==> src/rtl/store_rmw_ctrl.sv <==
// store_rmw_ctrl: sequences word stores directly and half/byte stores as read-modify-write into word memory
module store_rmw_ctrl #(
  parameter int MEM_LAT = 1
) (
  input  logic        clk,
  input  logic        reset_n,
  input  logic        st_req,
  input  logic [1:0]  st_ss_ctrl,
  input  logic [31:0] st_addr,
  input  logic [31:0] st_data,
  output logic        st_ready,
  output logic        st_done,
  output logic        st_err,
  output logic [31:0] mem_addr,
  output logic        mem_rd,
  output logic        mem_wr,
  output logic [31:0] mem_wdata,
  input  logic [31:0] mem_rdata
);
  typedef enum logic [2:0] {IDLE, READ, WAIT, WRITE, ERR} state_t;
  state_t      state;
  logic [1:0]  req_ss, req_off;
  logic [15:0] req_data;
  logic [2:0]  cnt;
  logic [31:0] merged;
  logic        bad;
  assign st_ready = state == IDLE;
  assign bad = st_ss_ctrl == 2'b11 || (st_ss_ctrl == 2'b01 && st_addr[0]) ||
               (st_ss_ctrl == 2'b00 && st_addr[1:0] != 2'b00);
  always_comb begin
    merged = mem_rdata;
    if (req_ss == 2'b10) merged[{req_off, 3'b000} +: 8] = req_data[7:0];
    else merged[{req_off[1], 4'b0000} +: 16] = req_data;
  end
  // mem_wdata doubles as the merge register for sub-word stores
  always_ff @(posedge clk or negedge reset_n)
    if (!reset_n) begin
      state     <= IDLE;
      req_ss    <= '0;
      req_off   <= '0;
      req_data  <= '0;
      cnt       <= '0;
      mem_addr  <= '0;
      mem_wdata <= '0;
      mem_rd    <= 1'b0;
      mem_wr    <= 1'b0;
      st_done   <= 1'b0;
      st_err    <= 1'b0;
    end else begin
      case (state)
        IDLE: if (st_req) begin
          req_ss    <= st_ss_ctrl;
          req_off   <= st_addr[1:0];
          req_data  <= st_data[15:0];
          mem_addr  <= {st_addr[31:2], 2'b00};
          mem_wdata <= st_data;
          state     <= bad ? ERR : st_ss_ctrl == 2'b00 ? WRITE : READ;
          st_err    <= bad;
          mem_wr    <= !bad && st_ss_ctrl == 2'b00;
          st_done   <= !bad && st_ss_ctrl == 2'b00;
          mem_rd    <= !bad && st_ss_ctrl != 2'b00;
        end
        READ: begin
          mem_rd <= 1'b0;
          cnt    <= 3'(MEM_LAT);
          state  <= WAIT;
        end
        WAIT: begin
          cnt <= cnt - 3'd1;
          if (cnt == 3'd1) begin
            mem_wdata <= merged;
            mem_wr    <= 1'b1;
            st_done   <= 1'b1;
            state     <= WRITE;
          end
        end
        WRITE: begin
          mem_wr  <= 1'b0;
          st_done <= 1'b0;
          state   <= IDLE;
        end
        ERR: begin
          st_err <= 1'b0;
          state  <= IDLE;
        end
        default: state <= IDLE;
      endcase
    end
endmodule

==> config.mk <==
export PLATFORM = sky130hd
export DESIGN_NAME = store_rmw_ctrl
export DESIGN_NICKNAME = d
export VERILOG_FILES = /design/src/rtl/store_rmw_ctrl.sv
export SDC_FILE = /design/constraint.sdc
export NUM_CORES = 1
export LEC_CHECK = 0
export CAP_MARGIN = 25
export CELL_PAD_IN_SITES_DETAIL_PLACEMENT = 0
export CELL_PAD_IN_SITES_GLOBAL_PLACEMENT = 2
export CORE_MARGIN = 10
export CORE_UTILIZATION = 27
export CTS_CLUSTER_SIZE = 25
export DETAILED_ROUTE_END_ITERATION = 12
export PLACE_DENSITY_LB_ADDON = 0.2
export SLEW_MARGIN = 15
export SYNTH_ARGS = -nofsm -noshare
export SYNTH_HDL_FRONTEND = slang
export SYNTH_SLANG_ARGS = --single-unit
==> constraint.sdc <==
create_clock -name clk -period 2.9 [get_ports clk]
set_input_delay 0.29 -clock clk [delete_from_list [all_inputs] [get_ports clk]]
set_output_delay 0.29 -clock clk [all_outputs]
set_load 0.05 [all_outputs]
* After elaboration in Yosys (flattened, before gate mapping)
Cells that the tools add are included.
W data, S select, Z words.
** Operators by class
- Add/subtract/negate cells :: 3
- Equal/unequal tests :: 10
- Shift-type cells :: 4
- Mux-type cells :: 19
- Reduce and logical (&&, ||, !) cells :: 22
** Operators by type and width (count)
- $mux W32 :: 3
- $bwmux W32 :: 2
- $pmux W32 S2 :: 1
- $shift A16 B7 Y32 const A :: 1
- $shift A8 B7 Y32 const A :: 1
- $shiftx A16 B7 Y32 :: 1
- $shiftx A8 B7 Y32 :: 1
- $neg A5 Y7 :: 2
- $reduce_bool A2 Y1 :: 6
- $mux W3 :: 3
- $pmux W3 S3 :: 1
- $reduce_and A2 Y1 :: 4
- $eq A3 B1 Y1 const B :: 2
- $eq A3 B2 Y1 const B :: 2
- $pmux W3 S2 :: 1
- $reduce_and A3 Y1 :: 2
- $eq A2 B2 Y1 const B :: 2
- $logic_and A1 B1 Y1 :: 4
- $mux W1 :: 4
- $ne A2 B2 Y1 const B :: 2
- $pmux W1 S2 :: 2
- $eq A3 B3 Y1 const B :: 1
- $logic_not A3 Y1 :: 1
- $pmux W1 S3 :: 1
- 7 further kinds :: 8
** Word-level totals
- Register bits after elaboration :: 91
- Input port bits :: 101
- Output and inout bits :: 69
- Word-level logic and storage cells :: 68

* Longest topological paths before layout
- Depth in word-level cells :: 8
- Gate-level depth with buffers :: 10
- Gate-level depth less buffers :: 6

* Worst setup path before layout
No wires, ideal clock.
- Path type :: register -> register
- From :: register req_off[1]
- To :: register mem_wdata[23]
- Setup time :: 0.082 ns
- Data arrival time :: 2.340 ns
- Data required time :: 2.818 ns
- Slack :: 0.478 ns
- Stages on the path, launching flop included :: 11
- Buffers on the path :: 4
- Clock period less this slack :: 2.422 ns
- Cells stage by stage :: dfrtp_1 -> clkbuf_1 -> buf_2 -> inv_1 -> ha_1 -> buf_2 -> or3b_2 -> clkbuf_2 -> o22ai_1 -> o21ai_0 -> a31oi_1
** Between the ends
- Word-level cells in the longest chain between the ends :: 6
- Elaborated cells on any way between the ends :: 11
- Classes of those cells :: 2 x add/sub; 4 x shift; 5 x mux
** Ends and longest elaborated chain
- from (decl) :: line 22 : logic [1:0] req_ss, req_off;
- from (signal assigned) :: line 53 : req_off <= st_addr[1:0];
- $neg A5 Y7, on equally long branches :: line 33, 32
- $shiftx A16 B7 Y32, or another cell as far along :: line 33 : else merged[{req_off[1], 4'b0000} +: 16] = req_data;
- $bwmux W32, on equally long branches :: line 33, 32
- $mux W32 * :: line 32 : if (req_ss == 2'b10) merged[{req_off, 3'b000} +: 8] = req_data[7:0];
- $mux W32 * :: line 70 : if (cnt == 3'd1) begin
- $pmux W32 S2 * :: line 50 : case (state)
- to (signal assigned) :: line 56 : mem_wdata <= st_data;
- to (signal assigned) :: line 71 : mem_wdata <= merged;
- to (decl) :: line 17 : output logic [31:0] mem_wdata,
Every way passes the cells marked *; elsewhere a longest branch is shown, timed or not. The select of a mux whose other input is x is not followed.
A chain may end at the register's enable or synchronous reset.

* Worst setup path after layout
- From :: register state[0]
- To :: output port st_ready
** Between the ends
- Word-level cells in the longest chain between the ends :: 1
** Ends and longest elaborated chain
- from (decl) :: line 21 : state_t state;
- from (signal assigned) :: line 57 : state <= bad ? ERR : st_ss_ctrl == 2'b00 ? WRITE : READ;
- $logic_not A3 Y1 :: line 27 : assign st_ready = state == IDLE;
- to (decl) :: line 11 : output logic st_ready,
Every way passes these cells.

==> results.ini <==
[status]
status = complete, no violations

[worst_setup_path]
rrSetupSlack_ns = 0.64
cp_slowest_cell = clkdlybuf4s50_1
cp_cell_sequence = nor3_1 -> clkdlybuf4s50_1
max_stage_delay_ns = 0.86
cp.depth = 2
arrival_ns = 1.99
path_class = reg2out
r2r_cells = 5
cp-end-kind = output pin
setup.worst_path.end = st_ready
worstReg2RegStart = state[1]$_DFFE_PN0P_
critPathRequiredTime_ns = 2.61
cp-start-kind = flip-flop
r2r_end = mem_wdata[30]$_DFFE_PN0P_
crit_family = buffers and inverters
crit_path_start = state[0]$_DFFE_PN0P_
cp_num_buf_inv = 1
crit_fanout = 13

[sta]
grt_setup_unrepaired = false
setup_viol = 0
period_minus_slack_ns = 2.28
fmax_ghz = 0.439
worst_pin_slew_ns = 0.777
fin_tns_setup_ns = 0
fin_crit_sh = 0.786
hold-worst-slack_ns = 0.0204
slew_headroom = 0.482
hold_violations = 0
maxSlewViolCount = 0
timing.clock.skew_ns = 0.00892

[cells_and_area]
fin_area_mm2 = 0.00722
layout_commonest_cell = clkdlybuf4s50_1
num-fill-cells = 1869
mostFrequentLayoutCells = clkdlybuf4s50_1, dfrtp_1, a21oi_1
stdcell_count = 901
antennaDiodeCount = 0
fin_nets = 770
layout-drive-gt1-share = 0.121
final_util = 0.387
area_delta_synth_final_pct = 41.8

[synth]
ys_seq_elements = 91
synthDistinctLibCells = 43
syn_area_mm2 = 0.00509
seq_area_frac_synth = 0.447
synth_cells = 521
yosys_warnings = 0
avgSynthCellArea_um2 = 9.77

[clocking]
postCtsHoldBufs = 0
ctsResizeCount = 0
h-tree-depth = 3
clk_latency_ns = 0.35
numCtsBuffers = 9
clk_pin_slew_ns = 0.07
tritoncts = yes
cts-root-buf = clkbuf_16
clock_sinks = 91
cts_max_path_buffers = 2
cts_setup_buffers = 0

[grt]
antenna_found_initial = 1
grt_max_degree = 65
grtUsageTotal = 0.135
grt_pass1_vias = 4557
grt_pass1_wl_um = 26300
gr-total-overflow = 0

[floorplanning]
row_count = 50
dieArea_mm2 = 0.0247
dieHeight_um = 157
initial_core_util = 0.273
num_io_pins = 170
die_w_um = 157
core_area_mm2 = 0.0186

[placement]
gp_congestion = 0.733
dp.cells = 885
dpl_cell_area_mm2 = 0.00691
port_buffers = 167
dp.final_hpwl_um = 12200

[pwr]
switching_share = 0.498
peakVddDrop_mv = 0.710
power_density_mw_per_mm2 = 1330
pwr-share-clk = 0.131
power.leakage_nw = 2.95
internal_power_mw = 4.81
switching_power_mw = 4.78
p_seq_frac = 0.257
pwr-share-comb = 0.612

[route]
drt_iter0_drc = 206
post-route-drc-count = 0
num_vias = 4397
dr.pass1.iters = 4
ant_nets = 0
drt-total-wl_um = 17100
wl_per_cell_um = 19.0
viasPerCell = 4.88

[run]
cap_violations = 0

[min_path]
hold_path.class = in2async

==> per-layer routing <==
| layer | wire [um] | vias to the layer above | part of all wire | global-route usage |
|---|---|---|---|---|
| met4 | 313 | 2 | 0.018 | 0.0476 |
| met2 | 7250 | 144 | 0.42 | 0.193 |
| met1 | 7820 | 2090 | 0.46 | 0.176 |
| met5 | 13 | - | 0.00076 | 0 |
| li1 | - | 2144 | - | - |
| met3 | 1690 | 17 | 0.099 | 0.0617 |
==> state kept, by name, summed over array words and instances (netlist names) <==
signal	flops
req_off	2
mem_rd	1
st_err	1
mem_wr	1
req_data	16
state	3
req_ss	2
mem_wdata	32
mem_addr	30
cnt	3
==> stage by stage <==
| step | total power, mW | setup WS [ns] |
|---|---|---|
| finish | 9.59 | 0.621 |
| global route | 10.2 | 0.405 |
| CTS | 9.70 | 0.588 |
| detailed placement | 8.40 | 0.431 |
| global placement | 8.32 | 0.465 |
| floorplan | 6.54 | 0.478 |
==> cell usage after synthesis <==
| cell | n | area share |
|---|---|---|
| o21ai_0 | 31 | 0.030 |
| nor3_1 | 3 | 0.0029 |
| mux2_4 | 8 | 0.024 |
| ha_1 | 7 | 0.017 |
| mux2_2 | 39 | 0.086 |
| nand3b_1 | 10 | 0.015 |
| a22oi_1 | 9 | 0.013 |
| buf_8 | 1 | 0.0029 |
| or3b_1 | 1 | 0.0017 |
| a31oi_1 | 26 | 0.032 |
| or3_1 | 1 | 0.0012 |
| dfrtp_1 | 91 | 0.45 |
| o21ai_1 | 3 | 0.0029 |
| o211ai_1 | 1 | 0.0015 |
| conb_1 | 1 | 0.00074 |
| buf_2 | 16 | 0.016 |
| nor4bb_1 | 1 | 0.0020 |
| clkbuf_1 | 22 | 0.016 |
| and2_1 | 1 | 0.0012 |
| a221o_1 | 8 | 0.016 |
| a21oi_1 | 44 | 0.043 |
| nor4b_1 | 1 | 0.0017 |
| nor2b_1 | 2 | 0.0025 |
| nand3_1 | 8 | 0.0079 |
| a21o_1 | 1 | 0.0015 |
| clkbuf_2 | 1 | 0.00098 |
| or3b_2 | 3 | 0.0052 |
| buf_6 | 4 | 0.0088 |
| o21ai_4 | 1 | 0.0032 |
| nand2_1 | 37 | 0.027 |
| or4b_1 | 1 | 0.0020 |
| nand2b_1 | 4 | 0.0049 |
| nor4_1 | 1 | 0.0012 |
| o22ai_1 | 16 | 0.020 |
| o32ai_1 | 7 | 0.012 |
| mux2i_1 | 33 | 0.065 |
| inv_1 | 33 | 0.024 |
| nor2_1 | 34 | 0.025 |
| buf_1 | 1 | 0.00074 |
| a211oi_1 | 2 | 0.0029 |
| or2b_1 | 1 | 0.0015 |
| buf_4 | 3 | 0.0044 |
| o31ai_1 | 3 | 0.0044 |
==> final cells by class <==
type / count / area (um^2) / share of cell area
multi-input cells: 350 / 2440 / 0.338
flip-flops and latches: 91 / 2280 / 0.316
repair buffers: 177 / 1770 / 0.245
well taps: 234 / 293 / 0.0406
clock buffers: 9 / 225 / 0.0312
inverters: 33 / 124 / 0.0172
clock inverters: 7 / 87.6 / 0.0121
==> worst min-delay path by stage <==
stage / startpoint / end / slack, ns / cells past startpoint
6_report: reset_n / mem_wdata[18]$_DFFE_PN0P_ / 0.02 / 1
3_3_place_gp: reset_n / mem_wdata[19]$_DFFE_PN0P_ / 0.42 / 1
4_1_cts: reset_n / mem_wdata[18]$_DFFE_PN0P_ / 0.04 / 1
3_5_place_dp: reset_n / mem_wdata[18]$_DFFE_PN0P_ / 0.43 / 1
2_1_floorplan: reset_n / cnt[0]$_DFFE_PN0P_ / -0.006 / 0
5_1_grt: reset_n / mem_wdata[20]$_DFFE_PN0P_ / 0.09 / 1
==> logic make-up (layout without fill, tap and decap cells) <==
group	Yosys count	count (layout)	share of synthesized area
AO/OA/AOI/OAI	152	152	0.183
other	1	2	0.000737
flip-flops	91	91	0.447
multiplexers	80	80	0.175
buffers and inverters	81	226	0.0742
adder cells (fa/ha/maj)	7	7	0.0172
AND/OR/NAND/NOR	109	109	0.103
==> power by group through the flow <==
stage	clock (mW)	combinational [mW]	sequential, mW
2_1_floorplan	0	2.63	3.91
3_3_place_gp	0	5.87	2.45
3_5_place_dp	0	5.92	2.48
4_1_cts	1.30	5.94	2.47
5_1_grt	1.34	6.30	2.57
6_report	1.26	5.87	2.46
Note: power is estimated with default switching activity, not from simulation.
